## config.mk

```make
export PLATFORM = sky130hd
export DESIGN_NAME = accelerator_tensor_fixed_transmitter
export DESIGN_NICKNAME = d
export VERILOG_FILES = /design/src/rtl/accelerator_tensor_fixed_transmitter.sv
export SDC_FILE = /design/constraint.sdc
export NUM_CORES = 1
export LEC_CHECK = 0
export BUFFER_PORTS_ARGS = -buffer_cell sky130_fd_sc_hd__buf_2
export CAP_MARGIN = 5
export CORE_UTILIZATION = 40
export DETAILED_ROUTE_END_ITERATION = 8
export GPL_ROUTABILITY_DRIVEN = 0
export GPL_TIMING_DRIVEN = 0
export PLACE_DENSITY = 0.57
export SLEW_MARGIN = 20
export SYNTH_ARGS = -nofsm -noshare
export SYNTH_HDL_FRONTEND = slang
export SYNTH_SLANG_ARGS = --single-unit
```

## constraint.sdc

```tcl
create_clock -name CLK -period 8.5 [get_ports CLK]
set_clock_uncertainty 0.15 [all_clocks]
set_input_delay 0.425 -clock CLK [delete_from_list [all_inputs] [get_ports CLK]]
set_output_delay 0.425 -clock CLK [all_outputs]
set_load 0.005 [all_outputs]
```

## src/rtl/accelerator_tensor_fixed_transmitter.sv

```systemverilog
// accelerator_tensor_fixed_transmitter
// Streams an I x J x K fixed-point tensor out of a synchronous-read buffer,
// i-major then j then k, framed with the I/J/K enable protocol.
// Build option: define ACCELERATOR_TENSOR_FIXED_TRANSMITTER_BASE_ADDR_EN to add
// BASE_ADDR_IN, an offset latched on START and added to every read address.
module accelerator_tensor_fixed_transmitter #(
    parameter int DATA_SIZE    = 64,
    parameter int CONTROL_SIZE = 64
) (
    input  logic                    CLK,
    input  logic                    RST,
    input  logic                    START,
    output logic                    READY,
    input  logic [DATA_SIZE-1:0]    SIZE_I_IN,
    input  logic [DATA_SIZE-1:0]    SIZE_J_IN,
    input  logic [DATA_SIZE-1:0]    SIZE_K_IN,
`ifdef ACCELERATOR_TENSOR_FIXED_TRANSMITTER_BASE_ADDR_EN
    input  logic [CONTROL_SIZE-1:0] BASE_ADDR_IN,
`endif
    output logic                    RD_ENABLE,
    output logic [CONTROL_SIZE-1:0] ADDR_OUT,
    input  logic [DATA_SIZE-1:0]    DATA_IN,
    output logic [DATA_SIZE-1:0]    DATA_OUT,
    output logic                    DATA_OUT_I_ENABLE,
    output logic                    DATA_OUT_J_ENABLE,
    output logic                    DATA_OUT_K_ENABLE
);

    localparam logic [1:0] STARTER_STATE = 2'd0;
    localparam logic [1:0] READ_STATE    = 2'd1;
    localparam logic [1:0] DRAIN_STATE   = 2'd2;
    localparam logic [1:0] ENDER_STATE   = 2'd3;

    localparam logic [CONTROL_SIZE-1:0] ONE = CONTROL_SIZE'(1);

    // Control state: FSM, latched sizes, nested counters, linear address
    logic [1:0]              state_q, state_d;
    logic [CONTROL_SIZE-1:0] size_i_q, size_i_d;
    logic [CONTROL_SIZE-1:0] size_j_q, size_j_d;
    logic [CONTROL_SIZE-1:0] size_k_q, size_k_d;
    logic [CONTROL_SIZE-1:0] cnt_i_q, cnt_i_d;
    logic [CONTROL_SIZE-1:0] cnt_j_q, cnt_j_d;
    logic [CONTROL_SIZE-1:0] cnt_k_q, cnt_k_d;
    logic [CONTROL_SIZE-1:0] addr_q, addr_d;
    logic                    ready_q, ready_d;

    // Stage 1: read strobe plus the tags of the element being read
    logic rd_q, rd_d;
    logic tag_i1_q, tag_i1_d;
    logic tag_j1_q, tag_j1_d;

    // Stage 2: DATA_IN is valid for the read issued one cycle earlier
    logic v2_q, tag_i2_q, tag_j2_q;

    // Output stage
    logic [DATA_SIZE-1:0] data_q;
    logic                 en_i_q, en_j_q, en_k_q;

    logic [CONTROL_SIZE-1:0] base_addr;
    logic                    k_last, j_last, i_last, any_zero;

`ifdef ACCELERATOR_TENSOR_FIXED_TRANSMITTER_BASE_ADDR_EN
    assign base_addr = BASE_ADDR_IN;
`else
    assign base_addr = '0;
`endif

    assign k_last   = (cnt_k_q == size_k_q - ONE);
    assign j_last   = (cnt_j_q == size_j_q - ONE);
    assign i_last   = (cnt_i_q == size_i_q - ONE);
    assign any_zero = (SIZE_I_IN[CONTROL_SIZE-1:0] == '0) ||
                      (SIZE_J_IN[CONTROL_SIZE-1:0] == '0) ||
                      (SIZE_K_IN[CONTROL_SIZE-1:0] == '0);

    // Next-state logic: FSM sequencing, counter walk and read issue
    always_comb begin
        // NOTE: every target gets a default first so no path leaves it unassigned, which would infer a latch.
        state_d  = state_q;
        size_i_d = size_i_q;
        size_j_d = size_j_q;
        size_k_d = size_k_q;
        cnt_i_d  = cnt_i_q;
        cnt_j_d  = cnt_j_q;
        cnt_k_d  = cnt_k_q;
        addr_d   = addr_q;
        rd_d     = 1'b0;
        tag_i1_d = 1'b0;
        tag_j1_d = 1'b0;
        ready_d  = 1'b0;
        case (state_q)
            STARTER_STATE: begin
                if (START) begin
                    size_i_d = SIZE_I_IN[CONTROL_SIZE-1:0];
                    size_j_d = SIZE_J_IN[CONTROL_SIZE-1:0];
                    size_k_d = SIZE_K_IN[CONTROL_SIZE-1:0];
                    cnt_i_d  = '0;
                    cnt_j_d  = '0;
                    cnt_k_d  = '0;
                    addr_d   = base_addr;
                    if (any_zero) begin
                        state_d = ENDER_STATE;
                        ready_d = 1'b1;
                    end else begin
                        // Element 0 is issued in the very next cycle
                        state_d  = READ_STATE;
                        rd_d     = 1'b1;
                        tag_i1_d = 1'b1;
                        tag_j1_d = 1'b1;
                    end
                end
            end
            READ_STATE: begin
                if (k_last && j_last && i_last) begin
                    state_d = DRAIN_STATE;
                end else begin
                    rd_d   = 1'b1;
                    addr_d = addr_q + ONE;
                    if (k_last) begin
                        cnt_k_d  = '0;
                        tag_j1_d = 1'b1;
                        if (j_last) begin
                            cnt_j_d  = '0;
                            cnt_i_d  = cnt_i_q + ONE;
                            tag_i1_d = 1'b1;
                        end else begin
                            cnt_j_d = cnt_j_q + ONE;
                        end
                    end else begin
                        cnt_k_d = cnt_k_q + ONE;
                    end
                end
            end
            DRAIN_STATE: begin
                // Both pipeline stages empty: the last element is on DATA_OUT now
                if (!rd_q && !v2_q) begin
                    state_d = ENDER_STATE;
                    ready_d = 1'b1;
                end
            end
            default: begin
                state_d = STARTER_STATE;
            end
        endcase
    end

    // Control registers
    always_ff @(posedge CLK or negedge RST) begin
        if (!RST) begin
            state_q  <= STARTER_STATE;
            size_i_q <= '0;
            size_j_q <= '0;
            size_k_q <= '0;
            cnt_i_q  <= '0;
            cnt_j_q  <= '0;
            cnt_k_q  <= '0;
            addr_q   <= '0;
            rd_q     <= 1'b0;
            tag_i1_q <= 1'b0;
            tag_j1_q <= 1'b0;
            ready_q  <= 1'b0;
        end else begin
            // NOTE: non-blocking assignments so every register samples pre-edge values.
            state_q  <= state_d;
            size_i_q <= size_i_d;
            size_j_q <= size_j_d;
            size_k_q <= size_k_d;
            cnt_i_q  <= cnt_i_d;
            cnt_j_q  <= cnt_j_d;
            cnt_k_q  <= cnt_k_d;
            addr_q   <= addr_d;
            rd_q     <= rd_d;
            tag_i1_q <= tag_i1_d;
            tag_j1_q <= tag_j1_d;
            ready_q  <= ready_d;
        end
    end

    // Tag pipeline and output register; DATA_OUT holds between elements
    always_ff @(posedge CLK or negedge RST) begin
        if (!RST) begin
            v2_q     <= 1'b0;
            tag_i2_q <= 1'b0;
            tag_j2_q <= 1'b0;
            data_q   <= '0;
            en_i_q   <= 1'b0;
            en_j_q   <= 1'b0;
            en_k_q   <= 1'b0;
        end else begin
            v2_q     <= rd_q;
            tag_i2_q <= tag_i1_q;
            tag_j2_q <= tag_j1_q;
            en_k_q   <= v2_q;
            en_j_q   <= v2_q & tag_j2_q;
            en_i_q   <= v2_q & tag_i2_q;
            if (v2_q) begin
                data_q <= DATA_IN;
            end
        end
    end

    assign READY             = ready_q;
    assign RD_ENABLE         = rd_q;
    assign ADDR_OUT          = addr_q;
    assign DATA_OUT          = data_q;
    assign DATA_OUT_I_ENABLE = en_i_q;
    assign DATA_OUT_J_ENABLE = en_j_q;
    assign DATA_OUT_K_ENABLE = en_k_q;

endmodule

```

* After elaboration in Yosys (flattened, before gate mapping)
Index checks and enable logic that the tools add are counted.
** Storage, ports and cells
- Register bits :: 524
- Input bits :: 259
- Output and inout port bits :: 133
** Cells by class
- Add/sub/neg operators :: 7
- Eq/ne operators :: 11
- Multiplexer cells :: 34
- Bitwise operators :: 2
- Reduce and logical (&&, ||, !) cells :: 17
** Operator list (number)
- 64-bit 2-to-1 mux :: 10
- 64-bit case mux with 2 select lines :: 4
- 64-bit by 1-bit adder with 64-bit output (second input constant) :: 4
- 64-bit equality test :: 3
- 64-bit logical NOT :: 3
- 64-bit by 1-bit subtractor with 64-bit output (second input constant) :: 3
- 2-bit != test (second input constant) :: 6
- 1-bit 2-to-1 mux :: 11
- 2-bit 2-to-1 mux :: 4
- 1-bit case mux with 2 select lines :: 4
- 2-bit case mux with 3 select lines :: 1
- 3-bit AND reduction :: 2
- 5-bit AND reduction :: 1
- 4-bit AND reduction :: 1
- 1-bit logical AND :: 3
- 1-bit AND :: 2
- 2-bit by 1-bit equality test with 1-bit output (second input constant) :: 1
- 2-bit equality test (second input constant) :: 1
- 1-bit logical NOT :: 2
- 2-bit logical NOT :: 1
- 1-bit logical OR :: 2
- 2-bit AND reduction :: 1
- 2-bit nonzero test :: 1

* Longest topological paths before layout
- Depth after elaboration :: 6
- Depth in mapped cells :: 19
- Mapped depth without buffers :: 14

* Worst setup path after synthesis
OpenSTA, ideal clock, no wires.
- Kind :: register -> register
- Start point :: register size_k_q[29]
- End point :: register cnt_k_q[62]
- Arrival :: 4.862 ns
- Data required time :: 8.223 ns
- Slack :: 3.361 ns
- Cell stages (with the launch flop) :: 16
- Buffers on the path :: 3
- Clock period less this slack :: 5.139 ns
- Path through :: dfrtp_1 > or4_4 > or4_1 > buf_2 > or2_1 > nor4_2 > xnor2_1 > or4b_1 > or4_1 > or4b_4 > o41ai_4 > buf_6 > buf_6 > nor3_1 > nand3_1 > mux2_1
** Between the ends
- Cells in the longest elaborated chain, start to end :: 6
** Ends and longest elaborated chain
- start: declaration :: RTL line 40 : logic [CONTROL_SIZE-1:0] size_k_q, size_k_d;
- start signal: assignment :: RTL line 166 : size_k_q <= size_k_d;
- 64-bit by 1-bit subtractor with 64-bit output (*) :: RTL line 68 : assign k_last = (cnt_k_q == size_k_q - ONE);
- 64-bit equality test (*) :: RTL line 68
- 1-bit logical AND (2 in a row) :: RTL line 113 : if (k_last && j_last && i_last) begin
- 2-bit != test (no source line)
- 3-bit AND reduction (no source line)
- end signal: assignment :: RTL line 169 : cnt_k_q <= cnt_k_d;
- end: declaration :: RTL line 43 : logic [CONTROL_SIZE-1:0] cnt_k_q, cnt_k_d;
Mark *: on every way between the ends. The rest lies on a longest branch, timed or not. The select of a mux whose other input is x is not followed.
A chain may end at the register's enable or synchronous reset.

* Worst setup path after layout
- Start point :: register size_k_q[0]
- End point :: register cnt_j_q[21]
** Between the ends
- Cells in the longest elaborated chain, start to end :: 6
** Ends and longest elaborated chain
- 64-bit by 1-bit subtractor with 64-bit output (*) :: RTL line 68
- 64-bit equality test (*) :: RTL line 68
- 1-bit logical AND (2 in a row) :: RTL line 113
- 2-bit != test (no source line)
- 4-bit AND reduction (no source line) (*)
- end signal: assignment :: RTL line 168 : cnt_j_q <= cnt_j_d;
- end: declaration :: RTL line 42 : logic [CONTROL_SIZE-1:0] cnt_j_q, cnt_j_d;
Mark *: on every way between the ends. The rest lies on a longest branch, timed or not.

==> impl_metrics.json <==
{
  "start_util": 0.407,
  "die_w_um": 284,
  "grt_pass1_vias": 28993,
  "min_period_over_period": 0.902,
  "path_class": "flop to flop",
  "drt_wl_total_um": 110000,
  "peakVddDrop_mv": 0.150,
  "yosysTopAreaCellShare": 0.413,
  "wl_met3_um": 7620,
  "routed-wl-met2_um": 50000,
  "tightest_slew_ps": 1150,
  "grt_pass1_wl_um": 171000,
  "ios": 392,
  "critical-path-max-stage-delay_ps": 950,
  "critPathTopFamily": "simple AND/OR/NAND/NOR gates",
  "drcViolationCount": 0,
  "antenna_found_initial": 3,
  "fillCellCount": 7187,
  "ys.flop_type": "dfrtp_1",
  "core_area_sq_um": 78000,
  "met1Wirelength_um": 48900,
  "die_h_um": 284,
  "hold_class": "input pin to asynchronous set/reset pin",
  "setup_viol": 0,
  "worstSkewPairLatency_ps": 640,
  "cts.repair.resized": 0,
  "whs_ps": 132,
  "root_buffer": "clkbuf_16",
  "ctsLongestPathBuffers": 3,
  "antenna_left": 0,
  "startpoint_type": "flop",
  "die-area_sq_um": 80500,
  "cts_made_buffers": 60,
  "path_max_fanout": 10,
  "status": "finished clean",
  "cp.arrival_ps": 8000,
  "grt_max_degree": 95,
  "rows": 102,
  "overflow": 0,
  "max_cap_viol_count": 0,
  "cts.sinks": 524,
  "vias": 29609,
  "ys_top_cells_by_count": "524 x dfrtp_1, 285 x nor2_1, 270 x xnor2_1",
  "routedWlPerCell_um": 21.1,
  "hold_viol_final": 0,
  "dp_hpwl_um": 80500,
  "power_mw": 11.5,
  "max-slew-margin-rel": 0.229,
  "drive_above_1_share": 0.200,
  "port_buffers": 391,
  "multi_input_comb_area_sq_um": 17800,
  "reg2reg_slack_ps": 830,
  "synthCells": 3406,
  "fmaxAchievable_ghz": 0.130,
  "cts_tree": "built",
  "slew_viol_final": 0,
  "synth_most_common_cell": "dfrtp_1",
  "place_area_sq_um": 35200,
  "drt_pre_antenna_iters": 5,
  "finalSetupTns_ps": 0,
  "post-place-ws_ps": 932,
  "yosysWarningCount": 0,
  "synth_seq_cells": 524,
  "setup_slack_ps": 830,
  "power_density_nw_per_um2": 287,
  "path_clk_slew_ps": 60,
  "yosysTopAreaCell": "dfrtp_1",
  "nets": 4393,
  "synthesis.area_sq_um": 31800,
  "top_layer": "met5",
  "first_iter_violations": 2494,
  "syn2layout_area_growth_pct": 25.9,
  "vias_per_cell": 5.68,
  "synth_area_leaders": "dfrtp_1 41%, mux2_2 9.1%, xnor2_1 7.4%",
  "cp.required_ps": 8830,
  "regArea_sq_um": 13100,
  "synth.distinct_cells": 84,
  "period_minus_slack_ps": 7670,
  "gr-usage-all-layers": 0.267,
  "cp_common_cell": "nor4b_1",
  "synth_edf_count": 0,
  "htreeDepth": 2,
  "rsz0062_at_grt": "false",
  "path_buf_inv": 4,
  "syn_avg_cell_area_sq_um": 9.32,
  "async_flop_share": 1.00,
  "post_cts_buffers": 0,
  "place_inst": 4844,
  "yosysSeqAreaShare": 0.413,
  "path_cells": "inv_1, ha_1, nor4b_1, nand4_1, nor4_1, nand4b_1, xnor2_1, nand3_1, nor4b_1, nand2_1, o31ai_2, and2_1, buf_2, buf_1, clkbuf_1, nor2_1",
  "crit_slowest_cell": "nor4b_1",
  "worstSetupEndpointType": "flop",
  "syn_nets": 3676,
  "fin_area_sq_um": 40000,
  "final_core_util": 0.513,
  "fin_cells": 5212,
  "leakagePower_nw": 16.1
}
[timing repair]
action,CTS,global route
hold buffers,257,0
endpoints found under the setup margin,0,0
hold endpoints to repair,477,0
[final cells by class]
| cell class | count | share of cell area |
|---|---|---|
| Multi-Input combinational cell | 2656 | 0.445 |
| Timing Repair Buffer | 655 | 0.118 |
| Buffer | 163 | 0.0169 |
| Sequential cell | 524 | 0.328 |
| Inverter | 63 | 0.00591 |
| Antenna cell | 3 | 0.000188 |
| Tap cell | 1040 | 0.0325 |
| Clock buffer | 83 | 0.0435 |
| Clock inverter | 25 | 0.0104 |
[logic make-up after synthesis]
| kind of cell | Yosys count | synth area share |
|---|---|---|
| fa+ha+maj | 11 | 0.00433 |
| buf+inv | 226 | 0.0288 |
| simple gates | 1555 | 0.263 |
| flops | 524 | 0.413 |
| xor+xnor | 376 | 0.104 |
| mux | 294 | 0.103 |
| compound gates | 420 | 0.0845 |
[power by group]
| group | leakage, nW | internal, mW | total (mW) | switching, mW |
|---|---|---|---|---|
| clock network | 1.06 | 1.75 | 2.86 | 1.11 |
| registers | 6.74 | 3.16 | 4.02 | 0.863 |
| logic | 8.27 | 1.92 | 4.58 | 2.67 |
[sequential cells by signal, indices dropped and copies added (netlist names), 2 cells and up]
name / count
ADDR_OUT: 64
size_j_q: 64
size_k_q: 64
size_i_q: 64
state_q: 2
cnt_j_q: 64
cnt_i_q: 64
DATA_OUT: 64
cnt_k_q: 64
[per-layer routing]
| metal | vias up | track usage |
|---|---|---|
| met4 | 2 | 0.0796 |
| met1 | 14475 | 0.367 |
| li1 | 13947 | - |
| met2 | 1002 | 0.424 |
| met3 | 183 | 0.0510 |
| met5 | - | 0 |
[worst register-to-register path, stage by stage (launching register included)]
cell      delay (ps)
dfrtp_1          420
inv_1             70
ha_1             220
nor4b_1          590
nand4_1          610
nor4_1           880
nand4b_1         200
xnor2_1          340
nand3_1          130
nor4b_1          950
nand2_1          300
o31ai_2          820
and2_1           290
buf_2            320
buf_1            570
clkbuf_1         560
nor2_1           130
[final timing paths]
path	from	end	cells after the start
worst max-delay path	size_k_q[0]	cnt_j_q[21]	16
worst min-delay path	RST	size_i_q[12]	2
worst max register to register	size_k_q[0]	cnt_j_q[21]	16
worst min register to register	tag_i1_q	tag_i2_q	0
max in group asynchronous	RST	DATA_OUT[8]	5
min in group CLK	START	state_q[1]	4
[cells in the final DEF (no fill, tap or decap), types with 23 or more instances in the layout]
cell and n:
dlygate4sd3_1 257, nand4_1 103, and2_1 23, o21ai_0 127, a21oi_1 94, o31ai_1 31
nor3_1 155, xnor2_1 270, nand2_1 233, nand2b_1 48, clkbuf_16 61, mux2i_1 37
or3_1 67, mux2_2 256, clkbuf_1 139, nor2_1 285, dfrtp_1 524, and3_1 74
nand3_1 166, or4_1 68, buf_2 403, xor2_1 106, nor4_1 186, inv_1 63
(Power assumes the default switching activity.)
